===== src/rtl/wishbone_stream_master.sv =====
// rtl/wishbone_stream_master.sv - Wishbone classic initiator driving stream-bridge status/data queues
// Each request polls its stream's status word, then moves one data word and returns one response.
module wishbone_stream_master #(
  parameter logic [31:0] p_base_addr   = 32'h3000_0000,
  parameter int          p_num_istream = 2,
  parameter int          p_num_ostream = 2,
  parameter int          p_idx_nbits   = 2,
  parameter int          p_max_polls   = 16
) (
  input  logic                   clk,
  input  logic                   reset,
  input  logic                   req_val,
  output logic                   req_rdy,
  input  logic                   req_op,
  input  logic [p_idx_nbits-1:0] req_idx,
  input  logic [31:0]            req_data,
  output logic                   resp_val,
  input  logic                   resp_rdy,
  output logic [31:0]            resp_data,
  output logic                   resp_err,
  output logic                   wbm_cyc_o,
  output logic                   wbm_stb_o,
  output logic                   wbm_we_o,
  output logic [3:0]             wbm_sel_o,
  output logic [31:0]            wbm_adr_o,
  output logic [31:0]            wbm_dat_o,
  input  logic                   wbm_ack_i,
  input  logic [31:0]            wbm_dat_i
);

  localparam int                    c_cnt_nbits    = (p_max_polls > 1) ? $clog2(p_max_polls) : 1;
  localparam logic [c_cnt_nbits-1:0] c_last_poll   = c_cnt_nbits'(p_max_polls - 1);
  localparam logic [31:0]           c_num_istream  = 32'(p_num_istream);
  localparam logic [31:0]           c_num_ostream  = 32'(p_num_ostream);
  localparam logic [31:0]           c_ostream_base = p_base_addr + c_num_istream * 32'd8;

  typedef enum logic [1:0] {IDLE, POLL, XFER, RESP} state_t;

  state_t                   state, state_next;
  logic                     op_r, op_next;
  logic [p_idx_nbits-1:0]   idx_r, idx_next;
  logic [31:0]              data_r, data_next;
  logic [c_cnt_nbits-1:0]   poll_cnt, poll_cnt_next;
  logic [31:0]              resp_data_r, resp_data_next;
  logic                     resp_err_r, resp_err_next;

  logic [31:0] req_idx_ext;
  logic        req_idx_bad;
  logic [31:0] status_adr;

  // Index check uses 32-bit arithmetic so stream counts above 2**p_idx_nbits still compare correctly.
  assign req_idx_ext = 32'(req_idx);
  assign req_idx_bad = req_op ? (req_idx_ext >= c_num_ostream) : (req_idx_ext >= c_num_istream);
  assign status_adr  = (op_r ? c_ostream_base : p_base_addr) + 32'(idx_r) * 32'd8;

  assign resp_data = resp_data_r;
  assign resp_err  = resp_err_r;

  always_ff @(posedge clk) begin
    if (reset) begin
      state       <= IDLE;
      op_r        <= 1'b0;
      idx_r       <= '0;
      data_r      <= 32'h0;
      poll_cnt    <= '0;
      resp_data_r <= 32'h0;
      resp_err_r  <= 1'b0;
    end else begin
      state       <= state_next;
      op_r        <= op_next;
      idx_r       <= idx_next;
      data_r      <= data_next;
      poll_cnt    <= poll_cnt_next;
      resp_data_r <= resp_data_next;
      resp_err_r  <= resp_err_next;
    end
  end

  // Outputs depend on registered state only; bus lines are quiet outside POLL/XFER.
  always_comb begin
    state_next     = state;
    op_next        = op_r;
    idx_next       = idx_r;
    data_next      = data_r;
    poll_cnt_next  = poll_cnt;
    resp_data_next = resp_data_r;
    resp_err_next  = resp_err_r;
    req_rdy        = 1'b0;
    resp_val       = 1'b0;
    wbm_cyc_o      = 1'b0;
    wbm_stb_o      = 1'b0;
    wbm_we_o       = 1'b0;
    wbm_sel_o      = 4'h0;
    wbm_adr_o      = 32'h0;
    wbm_dat_o      = 32'h0;

    case (state)
      IDLE: begin
        req_rdy = 1'b1;
        if (req_val) begin
          op_next       = req_op;
          idx_next      = req_idx;
          data_next     = req_data;
          poll_cnt_next = '0;
          if (req_idx_bad) begin
            resp_data_next = 32'h0;
            resp_err_next  = 1'b1;
            state_next     = RESP;
          end else begin
            state_next = POLL;
          end
        end
      end

      POLL: begin
        wbm_cyc_o = 1'b1;
        wbm_stb_o = 1'b1;
        wbm_sel_o = 4'hF;
        wbm_adr_o = status_adr;
        if (wbm_ack_i) begin
          if (wbm_dat_i[0]) begin
            state_next = XFER;
          end else if (poll_cnt == c_last_poll) begin
            resp_data_next = 32'h0;
            resp_err_next  = 1'b1;
            state_next     = RESP;
          end else begin
            poll_cnt_next = poll_cnt + 1'b1;
          end
        end
      end

      XFER: begin
        wbm_cyc_o = 1'b1;
        wbm_stb_o = 1'b1;
        wbm_sel_o = 4'hF;
        wbm_we_o  = ~op_r;
        wbm_adr_o = status_adr + 32'd4;
        wbm_dat_o = op_r ? 32'h0 : data_r;
        if (wbm_ack_i) begin
          resp_data_next = op_r ? wbm_dat_i : 32'h0;
          resp_err_next  = 1'b0;
          state_next     = RESP;
        end
      end

      RESP: begin
        resp_val = 1'b1;
        if (resp_rdy) begin
          state_next = IDLE;
        end
      end

      default: state_next = IDLE;
    endcase
  end

endmodule


===== config.mk =====
export PLATFORM = sky130hd
export DESIGN_NAME = wishbone_stream_master
export DESIGN_NICKNAME = d
export VERILOG_FILES = /design/src/rtl/wishbone_stream_master.sv
export SDC_FILE = /design/constraint.sdc
export NUM_CORES = 1
export LEC_CHECK = 0
export CORE_MARGIN = 5
export CORE_UTILIZATION = 41
export CTS_CLUSTER_DIAMETER = 200
export DETAILED_ROUTE_END_ITERATION = 7
export PLACE_DENSITY = 0.91
export SYNTH_ARGS = -nofsm -noshare
export SYNTH_HDL_FRONTEND = slang
export SYNTH_SLANG_ARGS = --single-unit
export TNS_END_PERCENT = 50

===== constraint.sdc =====
create_clock -name clk -period 2.55 [get_ports clk]
set_input_delay 0.255 -clock clk [delete_from_list [all_inputs] [get_ports clk]]
set_output_delay 0.255 -clock clk [all_outputs]
set_load 0.05 [all_outputs]

==> results.json, run 1 <==
{
  "outcome": "finished, final reports clean",
  "area_growth_syn_to_layout_pct": 53.1,
  "grt_max_degree": 67,
  "rr_worst_depth": 7,
  "drcViolationCount": 0,
  "critPathTopFamily": "buffers and inverters",
  "r2r_end": "resp_err",
  "hp-class": "reg2reg",
  "required_ps": 2300,
  "final_max_slew_viol_count": 0,
  "worst_pin_slew_ps": 538,
  "setup_slack_ps": 155,
  "multiInputGateArea_sq_um": 1840,
  "clk_path_buf_depth": 2,
  "skew_ps": 12.8,
  "fp.dieH_microns": 105,
  "period_needed_ps": 2390,
  "drive_gt1_share_pct": 21.5,
  "wl_microns": 10100,
  "clkTransAtPathRegs_ps": 80,
  "place.gp.congestion": 0.775,
  "yosys_warnings": 0,
  "dr.pass1.iters": 4,
  "crit_fanout": 12,
  "fin_crit_sh_pct": 93.9,
  "place_area_sq_um": 5400,
  "htree_levels": 3,
  "pin_count": 178,
  "antenna_left": 0,
  "yosysUniqueCellTypes": 39,
  "setup_viol": 0,
  "dp_slack_ps": 290,
  "post_cts_buffers": 0,
  "crit_cells": 3,
  "worstSetupPathType": "reg2out",
  "regArea_sq_um": 1480,
  "crit_buf_inv": 2,
  "syn_inst": 433,
  "gr-usage-all-layers_pct": 18.3,
  "start_util_pct": 42.2,
  "cts_root_buf": "clkbuf_8",
  "wl_met3_microns": 1210,
  "clock.fmax_mhz": 418,
  "postLayoutCellArea_sq_um": 5640,
  "crit_path_end_kind": "output port",
  "r2r-start": "state[1]",
  "syn_avg_cell_area_sq_um": 8.50,
  "synth_ff_type": "dfxtp_1",
  "crit_start": "state[1]",
  "grt_pass1_vias": 3324,
  "crit_path_start_kind": "flop",
  "async_flop_share_pct": 0,
  "met1_length_microns": 4070,
  "antenna-diode-count": 0,
  "dpl.hpwl_microns": 7480,
  "seq_area_frac_synth_pct": 40.2,
  "cts_tree": "done",
  "holdBufCountCts": 0,
  "vias": 3295,
  "slew-limit-headroom_pct": 64.0,
  "numPortBuffers": 151,
  "arrival_ps": 2140,
  "leakage_nw": 2.22,
  "powerDensity_nw_per_um2": 892,
  "clkSinkCount": 74,
  "path_cells": "inv_1, ha_1, clkdlybuf4s50_1",
  "die_area_sq_um": 11000,
  "die_w_microns": 105,
  "dr.first_iter.drc_count": 110,
  "max_cap_violations": 0,
  "viasPerCell": 4.85,
  "peakVddDrop_uv": 819,
  "rows": 34,
  "p_total_mw": 5.03,
  "synth-seq-cells": 74,
  "antenna_found_initial": 0,
  "n_fill_cell": 689,
  "post_drt_wl_per_cell_microns": 14.9,
  "cts_repair_resize_count": 3,
  "timing.critical_path.to": "wbm_sel_o[2]",
  "grt_pass1_wl_microns": 16700,
  "critPathSlowestCell": "clkdlybuf4s50_1",
  "coreArea_sq_um": 8720,
  "dr_wl_met2_microns": 4750,
  "grt-ovfl-total": 0,
  "final_cell_mix": "108 x nand2_1, 108 x clkdlybuf4s50_1, 74 x dfxtp_1",
  "worstSkewPairLatency_ps": 340,
  "syn_area_sq_um": 3680,
  "synth_edf_count": 0,
  "slowest_delay_ps": 860,
  "hold_viol_final": 0,
  "r2r_setup_slack_ps": 330,
  "cts_made_buffers": 9,
  "nets": 644,
  "highest_layer": "met4"
}
## final cells by class
| class | instances | area share (%) |
|---|---|---|
| Multi-Input combinational cell | 315 | 32.6 |
| Clock buffer | 12 | 2.75 |
| Timing Repair Buffer | 161 | 34.3 |
| Clock inverter | 4 | 1.31 |
| Tap cell | 108 | 2.40 |
| Inverter | 5 | 0.333 |
| Sequential cell | 74 | 26.3 |
## power breakdown
group	switching [mW]	internal, mW
Clock	0.432	0.606
Sequential	0.0694	1.28
Combinational	1.80	0.842
## per-stage QoR
step,TNS (ps),util [%],std cells,hold WS (ps)
3_3_place_gp,0,61.9,663,434
2_1_floorplan,0,-,458,376
6_report,0,64.6,679,452
3_5_place_dp,0,61.9,663,442
4_1_cts,0,64.5,679,437
5_1_grt,-3.32,64.6,679,441
## how the worst min path moves through the flow
stage | startpoint | endpoint | slack (ps) | cells after the start
after floorplan | wbm_dat_i[10] | resp_data[10] | 380 | 2
after global placement | resp_data[3] | resp_data[3] | 430 | 2
after detailed placement | data_r[22] | data_r[22] | 440 | 2
after CTS | req_data[2] | data_r[2] | 440 | 3
after global routing | req_data[6] | data_r[6] | 440 | 3
final | resp_data[2] | resp_data[2] | 450 | 2
## synthesized netlist by cell type (2+ instances only)
cell type	n	share of area (%)
o21ai_1	4	0.54
nand2_1	108	11
nor2b_1	3	0.51
and2_1	33	5.6
and3_1	6	1.0
a21o_1	2	0.41
nand3_2	28	7.6
o21ai_2	28	6.7
ha_1	6	2.0
a211oi_1	2	0.41
dfxtp_1	74	40
nand3_1	7	0.95
buf_4	35	7.1
a21oi_1	43	5.8
inv_1	4	0.41
clkbuf_1	19	1.9
buf_12	3	1.6
buf_2	5	0.68
o21ai_0	2	0.27
buf_6	2	0.61
## tightest hold or removal path, stage by stage, from the launching register on
cell and delay, ps:
dfxtp_1 320, nand2_1 50, o21ai_1 50
## registers in the layout, indices dropped and copies added (netlist names)
name,count
data_r,32
idx_r,2
op_r,1
poll_cnt,4
resp_data,32
resp_err,1
state,2
## kinds of logic (layout without fill, tap and decap cells)
kind of cell               count (synthesis)  after routing  share of synthesized area [%]
AOI/OAI and AO/OA                         89             89                           16.5
adders and majority gates                  6              6                           2.04
buffers and inverters                     69            182                           12.5
DFF                                       74             74                           40.2
muxes                                      1              1                          0.272
other                                      1             26                          0.102
and+or+nand+nor                          193            193                           28.3
## metal layers
metal	track usage, %	up-vias
met2	29.5	148
li1	-	1638
met5	0	-
met4	5.84	0
met1	21.8	1499
met3	8.08	10
Note: power is estimated with default switching activity, not from simulation.
==> run 2: changes to the inputs <==
Settings changed: CORE_ASPECT_RATIO from default to 0.9.
==> run 2 against run 1 <==
  * Final cell count up 1.3%
  * Wire length up 2.9%
  * Sequential cell count unchanged
  * Sequential share of layout area up 0.15 points
  * Utilization down 0.13 points
==> results.json, run 2 (synthesized netlist as in run 1, its figures left out) <==
{
  "viasPerCell": 4.84,
  "start_util_pct": 42.4,
  "place_area_sq_um": 5400,
  "skew_ps": 9.73,
  "dpl.hpwl_microns": 7770,
  "htree_levels": 3,
  "fp.dieH_microns": 99.9,
  "fin_cells": 688,
  "nets": 643,
  "gr-usage-all-layers_pct": 18.4,
  "wl_microns": 10400,
  "drive_gt1_share_pct": 21.3,
  "pin_count": 178,
  "final_max_slew_viol_count": 0,
  "period_needed_ps": 2440,
  "antenna_found_initial": 0,
  "outcome": "finished, final reports clean",
  "fin_crit_sh_pct": 95.6,
  "numPortBuffers": 151,
  "grt_pass1_vias": 3321,
  "cts_tree": "done",
  "worst_pin_slew_ps": 916,
  "hp-class": "in2reg",
  "powerDensity_nw_per_um2": 875,
  "clkSinkCount": 74,
  "die_w_microns": 110,
  "antenna-diode-count": 0,
  "layout_commonest_cell": "clkdlybuf4s50_1",
  "coreArea_sq_um": 8690,
  "slowest_delay_ps": 870,
  "max_cap_violations": 0,
  "crit_path_end_kind": "output port",
  "grt_pass1_wl_microns": 16000,
  "grt-ovfl-total": 0,
  "peakVddDrop_uv": 1200,
  "arrival_ps": 2180,
  "post_drt_wl_per_cell_microns": 15.2,
  "tns_ps": 0,
  "critPathSlowestCell": "clkdlybuf4s50_1",
  "rsz0062_at_grt": "false",
  "slew-limit-headroom_pct": 39.0,
  "path_cells": "inv_1, ha_1, clkdlybuf4s50_1",
  "final_cell_mix": "110 x clkdlybuf4s50_1, 108 x nand2_1, 74 x dfxtp_1",
  "cts_made_buffers": 9,
  "multiInputGateArea_sq_um": 1840,
  "n_fill_cell": 734,
  "worstSetupPathType": "reg2out",
  "die_area_sq_um": 11000,
  "clk_path_buf_depth": 2,
  "worstSkewPairLatency_ps": 350,
  "crit_fanout": 12,
  "hold_viol_final": 0,
  "place.gp.congestion": 0.772,
  "vias": 3331,
  "clock.fmax_mhz": 410,
  "setup_viol": 0,
  "grt_max_degree": 67,
  "postLayoutCellArea_sq_um": 5610,
  "area_growth_syn_to_layout_pct": 52.2,
  "regArea_sq_um": 1480,
  "rows": 32,
  "leakage_nw": 2.17,
  "dr.first_iter.drc_count": 127,
  "required_ps": 2300,
  "whs_ps": 449,
  "antenna_left": 0,
  "drcViolationCount": 0,
  "dr.pass1.iters": 4,
  "cts_root_buf": "clkbuf_8",
  "clkTransAtPathRegs_ps": 80,
  "place_inst": 673,
  "crit_path_start_kind": "flop"
}
run 2: report_power, final:
group,internal [mW],switching (mW),leakage [nW]
clock,0.450,0.448,0.0917
sequential,1.28,0.0702,0.602
combinational,0.845,1.81,1.48
run 2: worst max-delay path: cells and delay by family (launching register included):
family,cells,cell delay (ps)
buffers and inverters,2,970
adders and majority gates,1,450
DFF,1,410
run 2: layout make-up:
type,count,share of cell area (%)
repair buffers,160,34.4
well taps,119,2.66
inverters,5,0.335
flip-flops and latches,74,26.4
multi-input cells,315,32.7
clock buffers,9,2.21
clock inverters,6,1.21
run 2: worst paths after layout:
| check | slack, ps | depth (start not counted) | to | start |
|---|---|---|---|---|
| min | 450 | 3 | data_r[19] | req_data[19] |
| max | 110 | 3 | wbm_adr_o[29] | state[1] |
| min reg2reg | 450 | 2 | data_r[13] | data_r[13] |
| max reg2reg | 320 | 7 | resp_err | state[1] |
run 2: per-layer routing:
| layer | global-route usage (%) | vias up | routed length [microns] |
|---|---|---|---|
| li1 | - | 1642 | - |
| met1 | 19.8 | 1558 | 3740 |
| met2 | 32.7 | 124 | 5470 |
| met3 | 8.62 | 7 | 1110 |
| met4 | 3.93 | 0 | 117 |
| met5 | 0 | - | 0 |
run 2: what timing repair did:
action                                  in CTS  in global routing
pin swaps                                    0                  0
setup buffers                                0                  0
endpoints found under the setup margin       2                  8
gates resized for setup                      2                  5
hold buffers                                 0                  0
run 2: per-stage QoR:
step | worst slack (ps) | util, % | power, mW
after detailed placement | 348 | 62.2 | 4.04
after CTS | 62.3 | 64.4 | 4.96
after global routing | 10.8 | 64.5 | 5.17
after floorplan | 146 | - | 3.55
after global placement | 402 | 62.2 | 3.98
final | 111 | 64.5 | 4.90
==> RTL edit 1: new RTL, settings of run 1 <==
Re-encode `state_t` (4 states) as one-hot, 4 bits wide.
--- a/src/rtl/wishbone_stream_master.sv
+++ b/src/rtl/wishbone_stream_master.sv
@@ -34,7 +34,7 @@
   localparam logic [31:0]           c_num_ostream  = 32'(p_num_ostream);
   localparam logic [31:0]           c_ostream_base = p_base_addr + c_num_istream * 32'd8;
 
-  typedef enum logic [1:0] {IDLE, POLL, XFER, RESP} state_t;
+  typedef enum logic [3:0] {IDLE = 4'b0001, POLL = 4'b0010, XFER = 4'b0100, RESP = 4'b1000} state_t;
 
   state_t                   state, state_next;
   logic                     op_r, op_next;
Check against the original RTL: no difference found for any inputs over 4 cycles, from zero or initial values and one cycle with reset high; so few cycles prove little.
==> RTL edit 1 against run 1 <==
  * Count of clock-buffer cells in the layout fell by 3
  * Routed wire length fell by 2.8%
  * Hold slack improved by 0.00058 ns
  * Total power fell by 19%
  * Final area fell by 1.7%
  * Non-clock buffer count fell by 2
  * Worst setup slack improved by 0.024 ns
  * Register-to-register slack improved by 0.09 ns
  * Sequential cell count rose by 2
  * Area after synthesis fell by 0.78%
  * Critical path type unchanged
  * Highest routed layer unchanged
==> RTL edit 1: results <==
set metrics [dict create \
    reg2reg_setup_slack_ns 0.42 \
    critPathMaxFanout 33 \
    max_slew_margin_pct 64.6 \
    synthTopCellsByArea "dfxtp_1 42%, nand2_1 14%, mux2i_1 9.0%, buf_4 7.2%, and2_1 5.7%" \
    p_int_uw 2620 \
    htree_levels 3 \
    final_net_count 643 \
    netlist_instances 435 \
    post-place-ws_ns 0.382 \
    cp-endpoint "wbm_dat_o[19]" \
    placed_cell_area_mm2 0.00530 \
    synth_commonest_cells "139 x nand2_1, 76 x dfxtp_1, 39 x a21oi_1" \
    vias_per_cell 4.76 \
    peakVddDrop_uv 425 \
    gp_congestion 0.793 \
    worstPathArrival_ns 2.12 \
    post-synth-top-count-cell "nand2_1" \
    clock_latency_ns 0.34 \
    grt_usage_pct 17.8 \
    root_buffer "clkbuf_8" \
    routedWlPerCell_um 14.5 \
    dp.cells 666 \
    max_stage_delay_ns 0.57 \
    final_cell_count_no_fill 682 \
    clk_pin_slew_ns 0.09 \
    postCtsSetupBuffers 0 \
    diodes 0 \
    dr.first_iter.drc_count 114 \
    outcome "finished, final reports clean" \
    io_buffers 151 \
    rr_worst_depth 6 \
    post-dp-hpwl_mm 7.70 \
    r2r-end "data_r[24]$_SDFFE_PP0P_" \
    layout-drive-gt1-share_pct 14.1 \
    ys_types 41 \
    slowest_stage "or4_4" \
    hold_path.class "flip-flop to flip-flop" \
    cts_buffers 9 \
    cp-startpoint "state[0]$_SDFFE_PP1P_" \
    worst_clock_skew_ns 0.0109 \
    yosysSeqAreaShare_pct 41.6 \
    cp_top_family "simple AND/OR/NAND/NOR gates" \
    synth_flop_cell "dfxtp_1" \
    grt_pass1_wl_mm 16.1 \
    firstDrtPassIters 4 \
    leakagePower_uw 0.00226 \
    antenna_found_initial 0 \
    ys_warn_count 0 \
    post-route-min-period_ns 2.37 \
    async_reset_ff_share_pct 0 \
    cts_buffer_depth 2 \
    grt_max_degree 36 \
    grt_pass1_vias 3331 \
]
-- RTL edit 1: changes by cell type after synthesis, moves of 5 or more --
cell	delta
mux2i_1	+32
nand2_1	+31
nand3_2	-28
o21ai_2	-28
clkbuf_1	-6
and3_1	-5
o211ai_1	+5
-- RTL edit 1: final cells by class --
cell class              instances  area, µm²
repair buffers                159       1900
inverters                       8       30.0
clock buffers                   9        124
well taps                     108        135
fillers                       696       3180
clock inverters                 7        121
flip-flops and latches         76       1520
multi-input cells             315       1710
-- RTL edit 1: worst reg2reg max path, delay by kind of cell (launching register included) --
family | cells | cell delay [ns]
and+or+nand+nor | 3 | 1.05
AOI/OAI and AO/OA | 1 | 0.13
DFF | 1 | 0.54
buffers and inverters | 2 | 0.34
-- RTL edit 1: power by group through the flow --
stage | Combinational, µW | Sequential (µW) | Clock (µW)
6_report | 1540 | 1440 | 1110
5_1_grt | 1650 | 1460 | 1200
4_1_cts | 1550 | 1440 | 1150
3_5_place_dp | 1540 | 1470 | 0
3_3_place_gp | 1510 | 1450 | 0
2_1_floorplan | 1430 | 1440 | 0
-- RTL edit 1: metal layers --
layer	track usage (%)	routed length, µm	share of wire, %
met1	19.1	3730	38
met2	30.0	4800	49
met3	9.81	1230	12
met4	4.72	95	0.96
met5	0	0	0
-- RTL edit 1: worst min-delay path by stage --
stage / endpoint / slack [ns] / cells past startpoint / start
after floorplan: state[0]$_SDFFE_PP1P_ / 0.38 / 1 / req_val
after global placement: data_r[15]$_SDFFE_PP0P_ / 0.44 / 2 / data_r[15]$_SDFFE_PP0P_
after detailed placement: data_r[20]$_SDFFE_PP0P_ / 0.44 / 2 / data_r[20]$_SDFFE_PP0P_
after CTS: data_r[25]$_SDFFE_PP0P_ / 0.44 / 3 / req_data[25]
after global routing: data_r[15]$_SDFFE_PP0P_ / 0.45 / 3 / req_data[15]
final: data_r[8]$_SDFFE_PP0P_ / 0.45 / 2 / data_r[8]$_SDFFE_PP0P_
-- RTL edit 1: cells by family (layout without fill, tap and decap cells) --
logic type / Yosys count / after routing / synth area share, %
other: 1 / 26 / 0.103
muxes: 34 / 34 / 9.35
buffers and inverters: 69 / 183 / 14.2
DFF: 76 / 76 / 41.6
adders and majority gates: 2 / 2 / 0.685
and+or+nand+nor: 202 / 202 / 26.0
xor gates and xnor gates: 3 / 3 / 0.719
AOI/OAI and AO/OA: 48 / 48 / 7.26
-- RTL edit 1: timing repair --
item	CTS	global route
hold endpoints to repair	0	0
hold buffers	0	0
setup endpoints to repair	1	32
gates resized for setup	1	1
==> RTL edit 2: new RTL, config.mk and constraints of run 1 <==
Made on the original files. The parameter `p_max_polls` goes from 16 to 8.
--- a/src/rtl/wishbone_stream_master.sv
+++ b/src/rtl/wishbone_stream_master.sv
@@ -5,7 +5,7 @@
   parameter int          p_num_istream = 2,
   parameter int          p_num_ostream = 2,
   parameter int          p_idx_nbits   = 2,
-  parameter int          p_max_polls   = 16
+  parameter int          p_max_polls   = 8
 ) (
   input  logic                   clk,
   input  logic                   reset,
Check against the original RTL: not equivalent (Yosys sat finds a counterexample within 10 cycles, from zero or initial values and one cycle with reset high).
==> RTL edit 2 against run 1 <==
  * Routed wire length decreased by 5.8%
  * Total power shrank 7.4%
  * Register-to-register slack improved by 0.23 ns
  * Sequential cell count shrank 1
  * Sequential share of layout area grew 0.40 points
  * Worst setup slack worse by 0.017 ns
  * Area after synthesis decreased by 3.9%
  * Final area fell by 2.8%
  * Via count down 4.8%
  * Combinational power is 8.0% lower
  * Largest cell class unchanged
==> RTL edit 2: results <==
set metrics [dict create \
    hold_slack_ns 0.364 \
    worst_clock_skew_ns 0.00558 \
    fill_cells 655 \
    power.switching_uw 2010 \
    r2r-end "resp_data[15]$_SDFFE_PP0P_" \
    worstHoldPathCells 3 \
    synth_commonest_cells "107 x nand2_1, 73 x dfxtp_1, 37 x a21oi_1" \
    peakVddDrop_uv 816 \
    grt_pass1_wl_mm 15.0 \
    hold_start "reset" \
    dr.first_iter.drc_count 87 \
    vias 3138 \
    ys_types 33 \
    layout-drive-gt1-share_pct 11.1 \
    regArea_mm2 0.00146 \
    hold_path.class "input pin to flip-flop" \
    grt_max_degree 36 \
    final_net_count 633 \
    outcome "finished, final reports clean" \
    placed_cell_area_mm2 0.00528 \
    hold_path_end "resp_data[3]$_SDFFE_PP0P_" \
    routed_wl_mm 9.55 \
    worst_pin_slew_ns 0.558 \
    rr_worst_depth 6 \
    synthTopCellsByArea "dfxtp_1 41%, nand2_1 11%, mux2i_1 9.6%, buf_4 7.2%, and2_1 5.8%" \
    rr_startpoint "state[0]$_SDFFE_PP0P_" \
    leakagePower_uw 0.00234 \
    gp_congestion 0.829 \
]
==> RTL edit 2: cells by family after synthesis <==
| group | count (synthesis) | synth area share (%) |
|---|---|---|
| compound gates | 50 | 8.95 |
| fa+ha+maj | 7 | 2.48 |
| buf+inv | 62 | 11.0 |
| flops | 73 | 41.3 |
| mux | 34 | 9.62 |
| other cells | 1 | 0.106 |
| simple gates | 192 | 26.5 |
==> RTL edit 2: layer usage <==
| layer | share of wire (%) | global-route usage [%] | routed length (µm) | vias up |
|---|---|---|---|---|
| met4 | 2.1 | 7.57 | 201 | 0 |
| met3 | 10 | 6.09 | 965 | 16 |
| met5 | 0 | 0 | 0 | - |
| li1 | - | - | - | 1554 |
| met2 | 48 | 30.1 | 4600 | 138 |
| met1 | 40 | 20.6 | 3790 | 1430 |
==> RTL edit 2: worst max path at each step <==
stage / endpoint / slack, ns / cells past startpoint
2_1_floorplan: wbm_dat_o[10] / 0.17 / 5
6_report: wbm_sel_o[1] / 0.14 / 3
3_3_place_gp: wbm_adr_o[4] / 0.39 / 5
5_1_grt: wbm_sel_o[3] / 0.002 / 3
4_1_cts: wbm_cyc_o / 0.07 / 3
3_5_place_dp: wbm_adr_o[5] / 0.32 / 5
==> RTL edit 2: power groups by stage <==
stage / combinational, µW / clock, µW / sequential, µW
floorplan: 1860 / 0 / 1400
global placement: 2410 / 0 / 1360
detailed placement: 2450 / 0 / 1370
CTS: 2460 / 913 / 1340
global route: 2580 / 966 / 1360
finish: 2430 / 882 / 1340
==> RTL edit 2: cell type report <==
cell class,instances,area share (%)
Clock buffer,13,2.72
Clock inverter,3,0.731
Inverter,3,0.206
Multi-Input combinational cell,309,32.6
Sequential cell,73,26.7
Tap cell,105,2.40
Timing Repair Buffer,158,34.7
==> RTL edit 2: worst max-delay path, delay by kind of cell (launching register included) <==
kind	cells	cell delay [ns]
fa+ha+maj	1	0.45
flops	1	0.41
buf+inv	2	0.95
==> RTL edit 2: metrics by stage <==
step                util (%)  std cells  worst slack [ns]
floorplan                  -        444             0.175
global placement        63.6        648             0.388
detailed placement      63.6        648             0.318
CTS                     65.8        664            0.0655
global route            66.0        664           0.00203
finish                  66.0        664             0.138
==> RTL edit 2: timing repair <==
item,CTS,global route
resized for setup,3,6
setup endpoints to repair,3,8
hold buffers,0,0
